--- config.mk ---
export PLATFORM = sky130hd
export DESIGN_NAME = ps2_key_controller
export DESIGN_NICKNAME = d
export VERILOG_FILES = /design/src/rtl/ps2_key_controller.sv
export SDC_FILE = /design/constraint.sdc
export NUM_CORES = 1
export LEC_CHECK = 0
export CORE_UTILIZATION = 25
export DETAILED_ROUTE_END_ITERATION = 12
export PLACE_DENSITY = 0.43
export SLEW_MARGIN = 20
export SYNTH_ARGS = -nofsm -noshare
export SYNTH_HDL_FRONTEND = slang
export SYNTH_SLANG_ARGS = --single-unit
export TNS_END_PERCENT = 50
--- constraint.sdc ---
create_clock -name clk_cpu -period 3.1 [get_ports clk_cpu]
set_clock_uncertainty 0.1 [all_clocks]
set_input_delay 0.62 -clock clk_cpu [delete_from_list [all_inputs] [get_ports clk_cpu]]
set_output_delay 0.62 -clock clk_cpu [all_outputs]
set_load 0.01 [all_outputs]
--- src/rtl/ps2_key_controller.sv ---
// PS/2 set-2 scancode decoder feeding a show-ahead key-event FIFO.
// Handshake: scancode is consumed on every cycle scancode_valid=1; an event is
// popped on a cycle where rd_req=1 and key_valid=1 (rd_req is ignored otherwise).
module ps2_key_controller #(
  parameter int FIFO_DEPTH = 8,
  parameter int PAUSE_LEN  = 7
) (
  input  logic                        clk_cpu,
  input  logic                        reset,
  input  logic [7:0]                  scancode,
  input  logic                        scancode_valid,
  input  logic                        rd_req,
  input  logic                        clr_overflow,
  output logic [7:0]                  key_code,
  output logic                        key_release,
  output logic                        key_extended,
  output logic                        key_valid,
  output logic                        fifo_full,
  output logic [$clog2(FIFO_DEPTH):0] fifo_count,
  output logic                        overflow
);

  localparam int PW = $clog2(FIFO_DEPTH);
  localparam int CW = PW + 1;
  localparam int DW = (PAUSE_LEN < 2) ? 1 : $clog2(PAUSE_LEN + 1);

  typedef enum logic [2:0] {
    IDLE    = 3'd0,
    EXT     = 3'd1,
    BRK     = 3'd2,
    EXT_BRK = 3'd3,
    PAUSE   = 3'd4
  } state_t;

  // Decoder state is kept as a named enum so checkers can bind to it directly.
  state_t          state;
  logic [DW-1:0]   discard_cnt;

  logic            push;
  logic [9:0]      push_data;

  logic [9:0]      mem [FIFO_DEPTH];
  logic [PW-1:0]   wr_ptr;
  logic [PW-1:0]   rd_ptr;
  logic [CW-1:0]   count;
  logic            full;
  logic            pop;
  logic            wr_en;
  logic [9:0]      head;

  // Keyboard status/ack bytes that carry no key information.
  function automatic logic is_filler(input logic [7:0] b);
    return (b == 8'h00) || (b == 8'hAA) || (b == 8'hEE) ||
           (b == 8'hFA) || (b == 8'hFE) || (b == 8'hFF);
  endfunction

  // Decide whether the current byte completes an event, and what it is.
  always_comb begin
    push      = 1'b0;
    push_data = '0;
    if (scancode_valid) begin
      case (state)
        IDLE: begin
          if (scancode != 8'hE0 && scancode != 8'hF0 && scancode != 8'hE1 &&
              !is_filler(scancode)) begin
            push      = 1'b1;
            push_data = {2'b00, scancode};
          end
        end
        EXT: begin
          if (scancode != 8'hF0 && scancode != 8'hE0) begin
            push      = 1'b1;
            push_data = {2'b10, scancode};
          end
        end
        BRK: begin
          push      = 1'b1;
          push_data = {2'b01, scancode};
        end
        EXT_BRK: begin
          push      = 1'b1;
          push_data = {2'b11, scancode};
        end
        PAUSE: begin
          // The byte that takes the counter to zero completes the Pause key.
          if (discard_cnt <= DW'(1)) begin
            push      = 1'b1;
            push_data = {2'b00, 8'hE1};
          end
        end
        default: ;
      endcase
    end
  end

  // Prefix-tracking FSM; only moves on received bytes.
  always_ff @(posedge clk_cpu or posedge reset) begin
    if (reset) begin
      state       <= IDLE;
      discard_cnt <= '0;
    end else if (scancode_valid) begin
      case (state)
        IDLE: begin
          if (scancode == 8'hE0)      state <= EXT;
          else if (scancode == 8'hF0) state <= BRK;
          else if (scancode == 8'hE1) begin
            state       <= PAUSE;
            discard_cnt <= DW'(PAUSE_LEN);
          end
        end
        EXT: begin
          if (scancode == 8'hF0)      state <= EXT_BRK;
          else if (scancode != 8'hE0) state <= IDLE;
        end
        BRK:     state <= IDLE;
        EXT_BRK: state <= IDLE;
        PAUSE: begin
          if (discard_cnt != '0) discard_cnt <= discard_cnt - DW'(1);
          if (discard_cnt <= DW'(1)) state <= IDLE;
        end
        default: state <= IDLE;
      endcase
    end
  end

  assign full  = (count == CW'(FIFO_DEPTH));
  assign pop   = rd_req && (count != '0);
  // When full, a simultaneous pop frees the slot the write pointer lands on.
  assign wr_en = push && (!full || pop);

  // Storage array carries no reset; stale entries are masked by key_valid.
  always_ff @(posedge clk_cpu) begin
    if (wr_en) mem[wr_ptr] <= push_data;
  end

  // Pointers, occupancy and the sticky drop flag (set beats clear).
  always_ff @(posedge clk_cpu or posedge reset) begin
    if (reset) begin
      wr_ptr   <= '0;
      rd_ptr   <= '0;
      count    <= '0;
      overflow <= 1'b0;
    end else begin
      if (wr_en) wr_ptr <= wr_ptr + PW'(1);
      if (pop)   rd_ptr <= rd_ptr + PW'(1);
      case ({wr_en, pop})
        2'b10:   count <= count + CW'(1);
        2'b01:   count <= count - CW'(1);
        default: count <= count;
      endcase
      if (push && full && !pop) overflow <= 1'b1;
      else if (clr_overflow)    overflow <= 1'b0;
    end
  end

  assign head         = mem[rd_ptr];
  assign key_valid    = (count != '0);
  assign key_code     = key_valid ? head[7:0] : 8'h00;
  assign key_release  = key_valid ? head[8]   : 1'b0;
  assign key_extended = key_valid ? head[9]   : 1'b0;
  assign fifo_full    = full;
  assign fifo_count   = count;

endmodule

==> results_dict.tcl, run 1 <==
set metrics [dict create \
    status "finished clean" \
    whs_ps 378.0 \
    io_buffer_count 29 \
    synth_top_area_share 0.5535 \
    grt_first_pass_wirelength_um 15260 \
    fp.dieH_um 133.8 \
    cpPeakStageDelay_ps 500 \
    synthToLayoutAreaGrowth_pct 29.00 \
    cpMostUsedCell "a21oi_4" \
    max_slew_margin 0.5295 \
    fmax_mhz 331.7 \
    regToRegEndpoint "fifo_count[3]$_DFFE_PP0P_" \
    grt_pass1_vias 2661 \
    synth_common_cells "80 x edfxtp_1, 23 x nor2_1, 20 x mux4_2, 17 x dfrtp_1, 17 x nand2_1" \
    setup_tns_ps 0 \
    grt_antenna_before_repair 0 \
    fin_crit_sh 0.9725 \
    via_per_inst 4.454 \
    required_ps 3210 \
    startpoint_type "input port" \
    synth-seq-area-share 0.6515 \
    cp-endpoint "fifo_count[3]$_DFFE_PP0P_" \
    place_hpwl_um 6393 \
    ys.flop_type "edfxtp_1" \
    path_clk_slew_ps 70 \
    p_per_area_nw_per_um2 856.9 \
    startpoint "scancode[0]" \
    power_leakage_nw 2.018 \
    syn-num-nets 299 \
    gp_congestion 0.7750 \
    totalWireLength_um 9439 \
    critPathMaxFanout 4 \
    synthesis.area_per_instance_um2 15.61 \
    critPathSlowestCell "or4_4" \
    worstRegToRegCells 12 \
    critPathKind "in -> reg" \
    synth-edff-count 80 \
    root_buffer "clkbuf_16" \
    wl_per_cell_um 16.53 \
    worstMarginPinSlew_ps 704.9 \
    cts_tree "done" \
    globalRouteTotalUtil 0.1150 \
    rows 47 \
    ys_types 49 \
    clock_latency_ps 340 \
    synth_area_leader_cell "edfxtp_1" \
    setup_violations 0 \
    ys_top_cells_by_area "edfxtp_1 55%, mux4_2 10%, dfrtp_1 9.8%, mux2i_1 2.5%, ha_1 2.0%" \
    final.setup.worst_slack_ps 85.31 \
    ys_ff_latch 97 \
    ir_drop_uv 253.9 \
    path_cells "clkdlybuf4s50_1 > or4_4 > o21ba_4 > a211oi_4 > a21oi_4 > nand2b_4 > inv_2 > ha_1 > a21o_1 > a21oi_4 > nor2_1 > nand3_1 > o2111ai_1" \
    cts_buffers 9 \
    die_area_um2 17890 \
    vias 2543 \
    core_area_um2 16760 \
    hold_path.class "reg -> reg" \
    ys_warn_count 0 \
    drc 0 \
    ant_nets 0 \
    ios 30 \
    h-tree-depth 3 \
    final_nets 367 \
    clock_sinks 97 \
    netlist_area_um2 4340 \
    period_needed_ps 3015 \
    netlist_instances 278 \
    synth.most_common_cell "edfxtp_1" \
    power_w 0.004798 \
    die_x_um 133.8 \
    rsz0062_at_grt "true" \
    grt.overflow.total 0 \
    final-max-slew-violation-count 0 \
    cp-end-kind "flop" \
    cp.arrival_ps 3130 \
    r2r_slack_ps 490 \
    initial_core_util 0.2590 \
    grt_max_degree 23 \
    maxCapViolCount 0 \
    hold_viol_final 0 \
    drtIter0Drc 224 \
    dr.pass1.iters 6 \
    diodes 0 \
    clk_path_buf_depth 2 \
    place_ws_ps -514.0 \
    drive_gt1_frac 0.2764 \
    r2r_start "discard_cnt[0]$_DFFE_PP0P_" \
    ys_async_sr_fraction 0.1753 \
]
per-layer routing:
layer | routed length, um | vias up | global-route usage
met1 | 4445 | 1262 | 0.1487
li1 | - | 1218 | -
met5 | 0 | - | 0
met2 | 4508 | 49 | 0.1877
met4 | 143 | 0 | 0.03535
met3 | 342 | 14 | 0.03044
registers in the layout, summed over array words and instances (netlist names):
name and flops:
wr_ptr 3, rd_ptr 3, state 3, fifo_count 4, overflow 1, discard_cnt 3, mem 80
cells in the final DEF (no fill, tap or decap), types with 2 or more instances in the layout:
master and instances:
edfxtp_1 80, buf_4 34, clkdlybuf4s50_1 27, nor2_1 23, mux4_2 20, nand2_1 17
dfrtp_1 17, inv_1 13, mux2i_1 11, clkbuf_16 9, ha_1 7, xnor2_1 6
o21ai_0 5, nor3_1 4, a21oi_1 4, o21a_1 4, and2_1 4, nand3_1 3
nand2b_1 3, nor4_2 3, o31ai_1 3, nor4b_4 3, inv_6 3, buf_6 3
and3_1 2, nor4_1 2, a41oi_1 2, a21oi_4 2, a21o_1 2, dlygate4sd2_1 2
per-stage QoR:
step                  util  area (um^2)  cells
floorplan                -         4340    278
global placement    0.3103         5200    554
detailed placement  0.3103         5200    554
CTS                 0.3306         5540    571
global route        0.3341         5599    571
finish              0.3341         5599    571
kinds of logic (layout without fill, tap and decap cells):
group | count (synthesis) | in the layout | synth area share
xor gates and xnor gates | 6 | 6 | 0.01211
DFF | 97 | 97 | 0.6515
muxes | 34 | 34 | 0.1404
buffers and inverters | 24 | 97 | 0.02133
adders and majority gates | 8 | 8 | 0.02479
AOI/OAI and AO/OA | 35 | 35 | 0.06428
and+or+nand+nor | 74 | 74 | 0.08561
what timing repair did:
action / in CTS / in global routing
hold buffers: 0 / 0
buffers inserted: 1 / 0
pin swaps: 6 / 2
endpoints found under the setup margin: 1 / 56
resized for setup: 7 / 10
how the worst min path moves through the flow:
stage                                          start                          to  slack (ps)  depth (start not counted)
final                          rd_ptr[2]$_DFFE_PP0P_       rd_ptr[2]$_DFFE_PP0P_         380                          1
after global routing           rd_ptr[2]$_DFFE_PP0P_       rd_ptr[2]$_DFFE_PP0P_         390                          1
after CTS                      rd_ptr[2]$_DFFE_PP0P_       rd_ptr[2]$_DFFE_PP0P_         390                          1
after detailed placement       rd_ptr[2]$_DFFE_PP0P_       rd_ptr[2]$_DFFE_PP0P_         370                          1
after global placement         rd_ptr[2]$_DFFE_PP0P_       rd_ptr[2]$_DFFE_PP0P_         360                          1
after floorplan           discard_cnt[2]$_DFFE_PP0P_  discard_cnt[2]$_DFFE_PP0P_         420                          3
power by group:
group          switching (W)  internal (W)  leakage, nW
combinational       0.000877      0.000972        0.921
sequential          0.000174       0.00161        0.941
clock               0.000516      0.000648        0.156
total                0.00157       0.00323         2.02
layout make-up:
| type | count | area, um^2 |
|---|---|---|
| sequential | 97 | 2828 |
| multi-input combinational | 157 | 1529 |
| timing repair buffer | 67 | 596.8 |
| clock inverter | 7 | 92.59 |
| clock buffer | 9 | 225.2 |
| fill | 1628 | 11160 |
| tap | 220 | 275.3 |
| inverter | 14 | 52.55 |
worst max-delay path: cells and delay by family:
family	cells	cell delay, ps
AO/OA/AOI/OAI	6	1010
adder cells (fa/ha/maj)	1	220
buffers and inverters	2	480
AND/OR/NAND/NOR	4	800
Power figures use the tool's default switching activity.
==> run 2, diff against run 1 <==
--- a/config.mk
+++ b/config.mk
@@ -8,6 +8,7 @@
 export CORE_UTILIZATION = 25
 export DETAILED_ROUTE_END_ITERATION = 12
 export PLACE_DENSITY = 0.43
+export REMOVE_ABC_BUFFERS = 1
 export SLEW_MARGIN = 20
 export SYNTH_ARGS = -nofsm -noshare
 export SYNTH_HDL_FRONTEND = slang
==> results_dict.tcl, run 2 (synthesis gave the netlist of run 1 again) <==
set metrics [dict create \
    status "finished clean" \
    period_needed_ps 2989 \
    holdPathStages 1 \
    holdPathEnd "rd_ptr[2]$_DFFE_PP0P_" \
    fp.dieH_um 133.8 \
    gp_congestion 0.7710 \
    largest_reg_flops 80 \
    core_area_um2 16760 \
    hold_viol_final 0 \
    drive_gt1_frac 0.2784 \
    r2r_slack_ps 440 \
    grt_max_degree 22 \
    ios 30 \
    io_buffer_count 29 \
    max_slew_margin 0.5220 \
    ir_drop_uv 336.7 \
    worstRegToRegCells 12 \
    swShare 0.3271 \
    worstMarginPinSlew_ps 716.2 \
    drc 0 \
    die_area_um2 17890 \
    startpoint_type "flop" \
    setup_violations 0 \
    place_ws_ps -471.9 \
    place_hpwl_um 6643 \
    fin_area_um2 5574 \
    fmax_mhz 334.6 \
    path_clk_slew_ps 70 \
    grt_first_pass_wirelength_um 15610 \
    p_per_area_nw_per_um2 838.1 \
    cts_tree "done" \
    seqPwrFrac 0.386 \
    ant_nets 0 \
    p_clk_frac 0.220 \
    regToRegEndpoint "fifo_count[3]$_DFFE_PP0P_" \
    maxCapViolCount 0 \
    vias 2593 \
    power_w 0.004672 \
    grt_antenna_before_repair 0 \
    clock_latency_ps 340 \
    grt.overflow.total 0 \
    power_leakage_nw 2.049 \
    wl_per_cell_um 17.03 \
    initial_core_util 0.2590 \
    intPower_w 0.003144 \
    cp.arrival_ps 2270 \
    rsz0062_at_grt "false" \
    required_ps 2380 \
    n_fill_cell 1650 \
    grt_pass1_vias 2634 \
    diodes 0 \
    hold_path.class "reg -> reg" \
    r2r_start "discard_cnt[0]$_DFFE_PP0P_" \
    root_buffer "clkbuf_16" \
    rows 47 \
    critPathMaxFanout 21 \
    cp-end-kind "output port" \
    power_frac_comb 0.394 \
    regMostFlops "mem" \
    synthToLayoutAreaGrowth_pct 28.42 \
    hp-start "rd_ptr[2]$_DFFE_PP0P_" \
    die_x_um 133.8 \
    final.setup.worst_slack_ps 111.1 \
    final_common_cell "edfxtp_1" \
    final_nets 369 \
    clock_sinks 97 \
    h-tree-depth 3 \
    placed_area_um2 5215 \
    critPathKind "reg -> out" \
    fin_crit_sh 0.9642 \
    drtIter0Drc 170 \
    globalRouteTotalUtil 0.1191 \
    clk_path_buf_depth 2 \
    p_sw_w 0.001528 \
    cts_buffers 9 \
    totalWireLength_um 9741 \
    final-max-slew-violation-count 0 \
    dr.pass1.iters 4 \
    layout_common_cells "80 x edfxtp_1, 38 x buf_4, 23 x nor2_1" \
    via_per_inst 4.533 \
]
[run 2: changes by cell type in the layout (fill, tap and decap cells not counted), moves of 2 or more]
cell	delta
clkdlybuf4s50_1	-5
dlymetal6s2s_1	+5
buf_4	+4
buf_6	-2
[run 2: how the worst max path moves through the flow]
| stage | startpoint | end | slack [ps] | cells past startpoint |
|---|---|---|---|---|
| 2_1_floorplan | scancode[6] | mem[4][0]$_DFFE_PP_ | -250 | 6 |
| 3_3_place_gp | scancode[2] | fifo_count[3]$_DFFE_PP0P_ | -450 | 13 |
| 3_5_place_dp | scancode[0] | fifo_count[3]$_DFFE_PP0P_ | -470 | 13 |
| 4_1_cts | scancode[1] | fifo_count[3]$_DFFE_PP0P_ | 2 | 13 |
| 5_1_grt | rd_ptr[0]$_DFFE_PP0P_ | key_code[7] | 20 | 5 |
| 6_report | rd_ptr[0]$_DFFE_PP0P_ | key_code[7] | 110 | 5 |
[run 2: repair_timing]
item,4_1_cts,5_1_grt
endpoints found under the setup margin,2,53
resized for setup,10,10
pin swaps,7,6
endpoints found under the hold margin,0,0
hold buffers,0,0
buffers inserted,1,0
[run 2: cell type report]
type / count / area [um^2] / area share
Clock inverter: 5 / 38.79 / 0.006958
Timing Repair Buffer: 69 / 616.8 / 0.1107
Sequential cell: 97 / 2828 / 0.5073
Multi-Input combinational cell: 157 / 1534 / 0.2752
Tap cell: 220 / 275.3 / 0.04938
Inverter: 14 / 52.55 / 0.009428
Clock buffer: 10 / 229.0 / 0.04108
[run 2: per-stage QoR]
stage                     TNS (ps)  std cells    util  hold slack [ps]
after floorplan             -10950        268       -            418.7
after global placement      -18980        556  0.3112            372.7
after detailed placement    -18140        556  0.3112            370.6
after CTS                        0        572  0.3299            384.1
after global routing             0        572  0.3326            390.3
final                            0        572  0.3326            378.3
[run 2: per-layer routing]
| layer | vias to the layer above | track usage | wire (um) |
|---|---|---|---|
| met5 | - | 0 | 0 |
| met4 | 0 | 0.03409 | 130 |
| met3 | 10 | 0.03044 | 370 |
| met2 | 51 | 0.1877 | 4641 |
| met1 | 1312 | 0.1612 | 4598 |
| li1 | 1220 | - | - |
[run 2: power groups by stage]
stage / combinational, W / sequential, W / clock (W)
after floorplan: 0.000938 / 0.00187 / 0
after global placement: 0.00181 / 0.00181 / 0
after detailed placement: 0.00182 / 0.00181 / 0
after CTS: 0.00186 / 0.00179 / 0.00106
after global routing: 0.00202 / 0.00183 / 0.00111
final: 0.00184 / 0.00180 / 0.00103
[run 2: worst max-delay path, stage by stage (launching register included)]
cell and delay (ps):
dfrtp_1 410, buf_12 230, mux4_2 520, mux2i_1 230, nor2_1 60, clkdlybuf4s50_1 480
==> run 3, diff against run 2 <==
--- a/config.mk
+++ b/config.mk
@@ -5,6 +5,7 @@
 export SDC_FILE = /design/constraint.sdc
 export NUM_CORES = 1
 export LEC_CHECK = 0
+export CORE_ASPECT_RATIO = 0.6
 export CORE_UTILIZATION = 25
 export DETAILED_ROUTE_END_ITERATION = 12
 export PLACE_DENSITY = 0.43
==> results_dict.tcl, run 3 (synthesis gave the netlist of run 1 again) <==
set metrics [dict create \
    status "finished clean" \
    regMostFlops "mem" \
    setup_tns_ps 0 \
    die_area_um2 17910 \
    period_needed_ps 2991 \
    ir_drop_uv 298.8 \
    maxCapViolCount 0 \
    path_cells "clkdlybuf4s50_1 > and3_1 > a31oi_1 > nand4_1 > a21oi_4 > buf_6 > nand2b_1 > buf_4 > nor4b_4 > buf_4" \
    grt_first_pass_wirelength_um 16210 \
    clock_latency_ps 340 \
    fp.dieH_um 104.1 \
    drive_gt1_frac 0.3077 \
    place_inst 572 \
    startpoint "scancode[6]" \
    p_clk_frac 0.222 \
    grt.overflow.total 0 \
    gp_congestion 0.7656 \
    p_sw_w 0.001697 \
    regToRegEndpoint "fifo_count[3]$_DFFE_PP0P_" \
    startpoint_type "input port" \
    synthToLayoutAreaGrowth_pct 32.95 \
    hold_viol_final 0 \
    critPathKind "in -> reg" \
    diodes 0 \
    critPathMaxFanout 8 \
    dr.pass1.iters 5 \
    via_per_inst 4.534 \
    setup_violations 0 \
    ant_nets 0 \
    whs_ps 455.6 \
    holdPathStages 2 \
    place_hpwl_um 7364 \
    grt_max_degree 23 \
    grt_pass1_vias 2650 \
    p_per_area_nw_per_um2 859.1 \
    critPathSlowestCell "clkdlybuf4s50_1" \
    h-tree-depth 3 \
    r2r_start "discard_cnt[0]$_DFFE_PP0P_" \
    totalWireLength_um 10690 \
    vias 2684 \
    clock_sinks 97 \
    power_leakage_nw 2.144 \
    root_buffer "clkbuf_16" \
    wl_per_cell_um 18.06 \
    swShare 0.3423 \
    grt_antenna_before_repair 0 \
    seqPwrFrac 0.376 \
    drc 0 \
    final_common_cell "edfxtp_1" \
    final_cells 592 \
    cts_buffers 9 \
    clk_path_buf_depth 2 \
    cpMostUsedCell "buf_4" \
    final_nets 380 \
    cpPeakStageDelay_ps 490 \
    intPower_w 0.003261 \
    power_frac_comb 0.401 \
    required_ps 3060 \
    fin_area_um2 5771 \
    io_buffer_count 29 \
    r2r_slack_ps 410 \
    rsz0062_at_grt "false" \
    cp-endpoint "mem[4][9]$_DFFE_PP_" \
    largest_reg_flops 80 \
    rows 36 \
    cp-end-kind "flop" \
    fmax_mhz 334.3 \
    hold_path.class "reg -> reg" \
    fin_crit_sh 0.9650 \
    worstRegToRegCells 12 \
    placed_area_um2 5310 \
    cp.arrival_ps 2950 \
    final-max-slew-violation-count 0 \
    final_core_util 0.3481 \
    drtIter0Drc 195 \
    path_clk_slew_ps 80 \
    globalRouteTotalUtil 0.1241 \
    worstMarginPinSlew_ps 813.1 \
    ctsHoldBuffers 0 \
    layout_common_cells "80 x edfxtp_1, 44 x buf_4, 24 x clkdlybuf4s50_1" \
    max_slew_margin 0.4579 \
    initial_core_util 0.2619 \
    die_x_um 172.1 \
    cts_tree "done" \
    core_area_um2 16580 \
    ios 30 \
]
-- run 3: layout make-up --
type,instances,area (um^2)
multi-input cells,157,1553
repair buffers,80,752.0
fillers,1630,10810
inverters,14,52.55
clock buffers,9,225.2
well taps,228,285.3
flip-flops and latches,97,2829
clock inverters,7,73.82
-- run 3: worst min path at each step --
stage | from | to | slack [ps]
floorplan | discard_cnt[2]$_DFFE_PP0P_ | discard_cnt[2]$_DFFE_PP0P_ | 420
global placement | overflow$_DFFE_PP0P_ | overflow$_DFFE_PP0P_ | 430
detailed placement | discard_cnt[2]$_DFFE_PP0P_ | discard_cnt[2]$_DFFE_PP0P_ | 450
CTS | overflow$_DFFE_PP0P_ | overflow$_DFFE_PP0P_ | 460
global route | discard_cnt[2]$_DFFE_PP0P_ | discard_cnt[2]$_DFFE_PP0P_ | 500
finish | overflow$_DFFE_PP0P_ | overflow$_DFFE_PP0P_ | 460
-- run 3: stage by stage --
step                      power [W]  worst slack (ps)
after floorplan            0.002813            -252.4
after global placement     0.003703            -434.7
after detailed placement   0.003710            -499.3
after CTS                  0.004882            -30.87
after global routing       0.005248             21.41
final                      0.004958             108.5
-- run 3: worst max-delay path: cells and delay by family --
family	cells	cell delay, ps
buf+inv	4	1060
simple gates	4	870
compound gates	2	390
-- run 3: power by group through the flow --
stage / clock network [W] / logic, W / registers (W)
floorplan: 0 / 0.000938 / 0.00187
global placement: 0 / 0.00185 / 0.00186
detailed placement: 0 / 0.00185 / 0.00186
CTS: 0.00114 / 0.00191 / 0.00184
global route: 0.00119 / 0.00217 / 0.00189
finish: 0.00110 / 0.00199 / 0.00186
-- run 3: repair_timing --
action / CTS / global route
cloned: 0 / 1
pin swaps: 4 / 7
resized for setup: 9 / 15
buffers inserted: 2 / 1
setup endpoints to repair: 9 / 83
-- run 3: per-layer routing --
layer / GRT usage / part of all wire / vias up
met4: 0.02465 / 0.0074 / 0
met3: 0.03311 / 0.037 / 6
met5: 0 / 0 / -
li1: - / - / 1242
met2: 0.1633 / 0.39 / 47
met1: 0.1985 / 0.56 / 1389
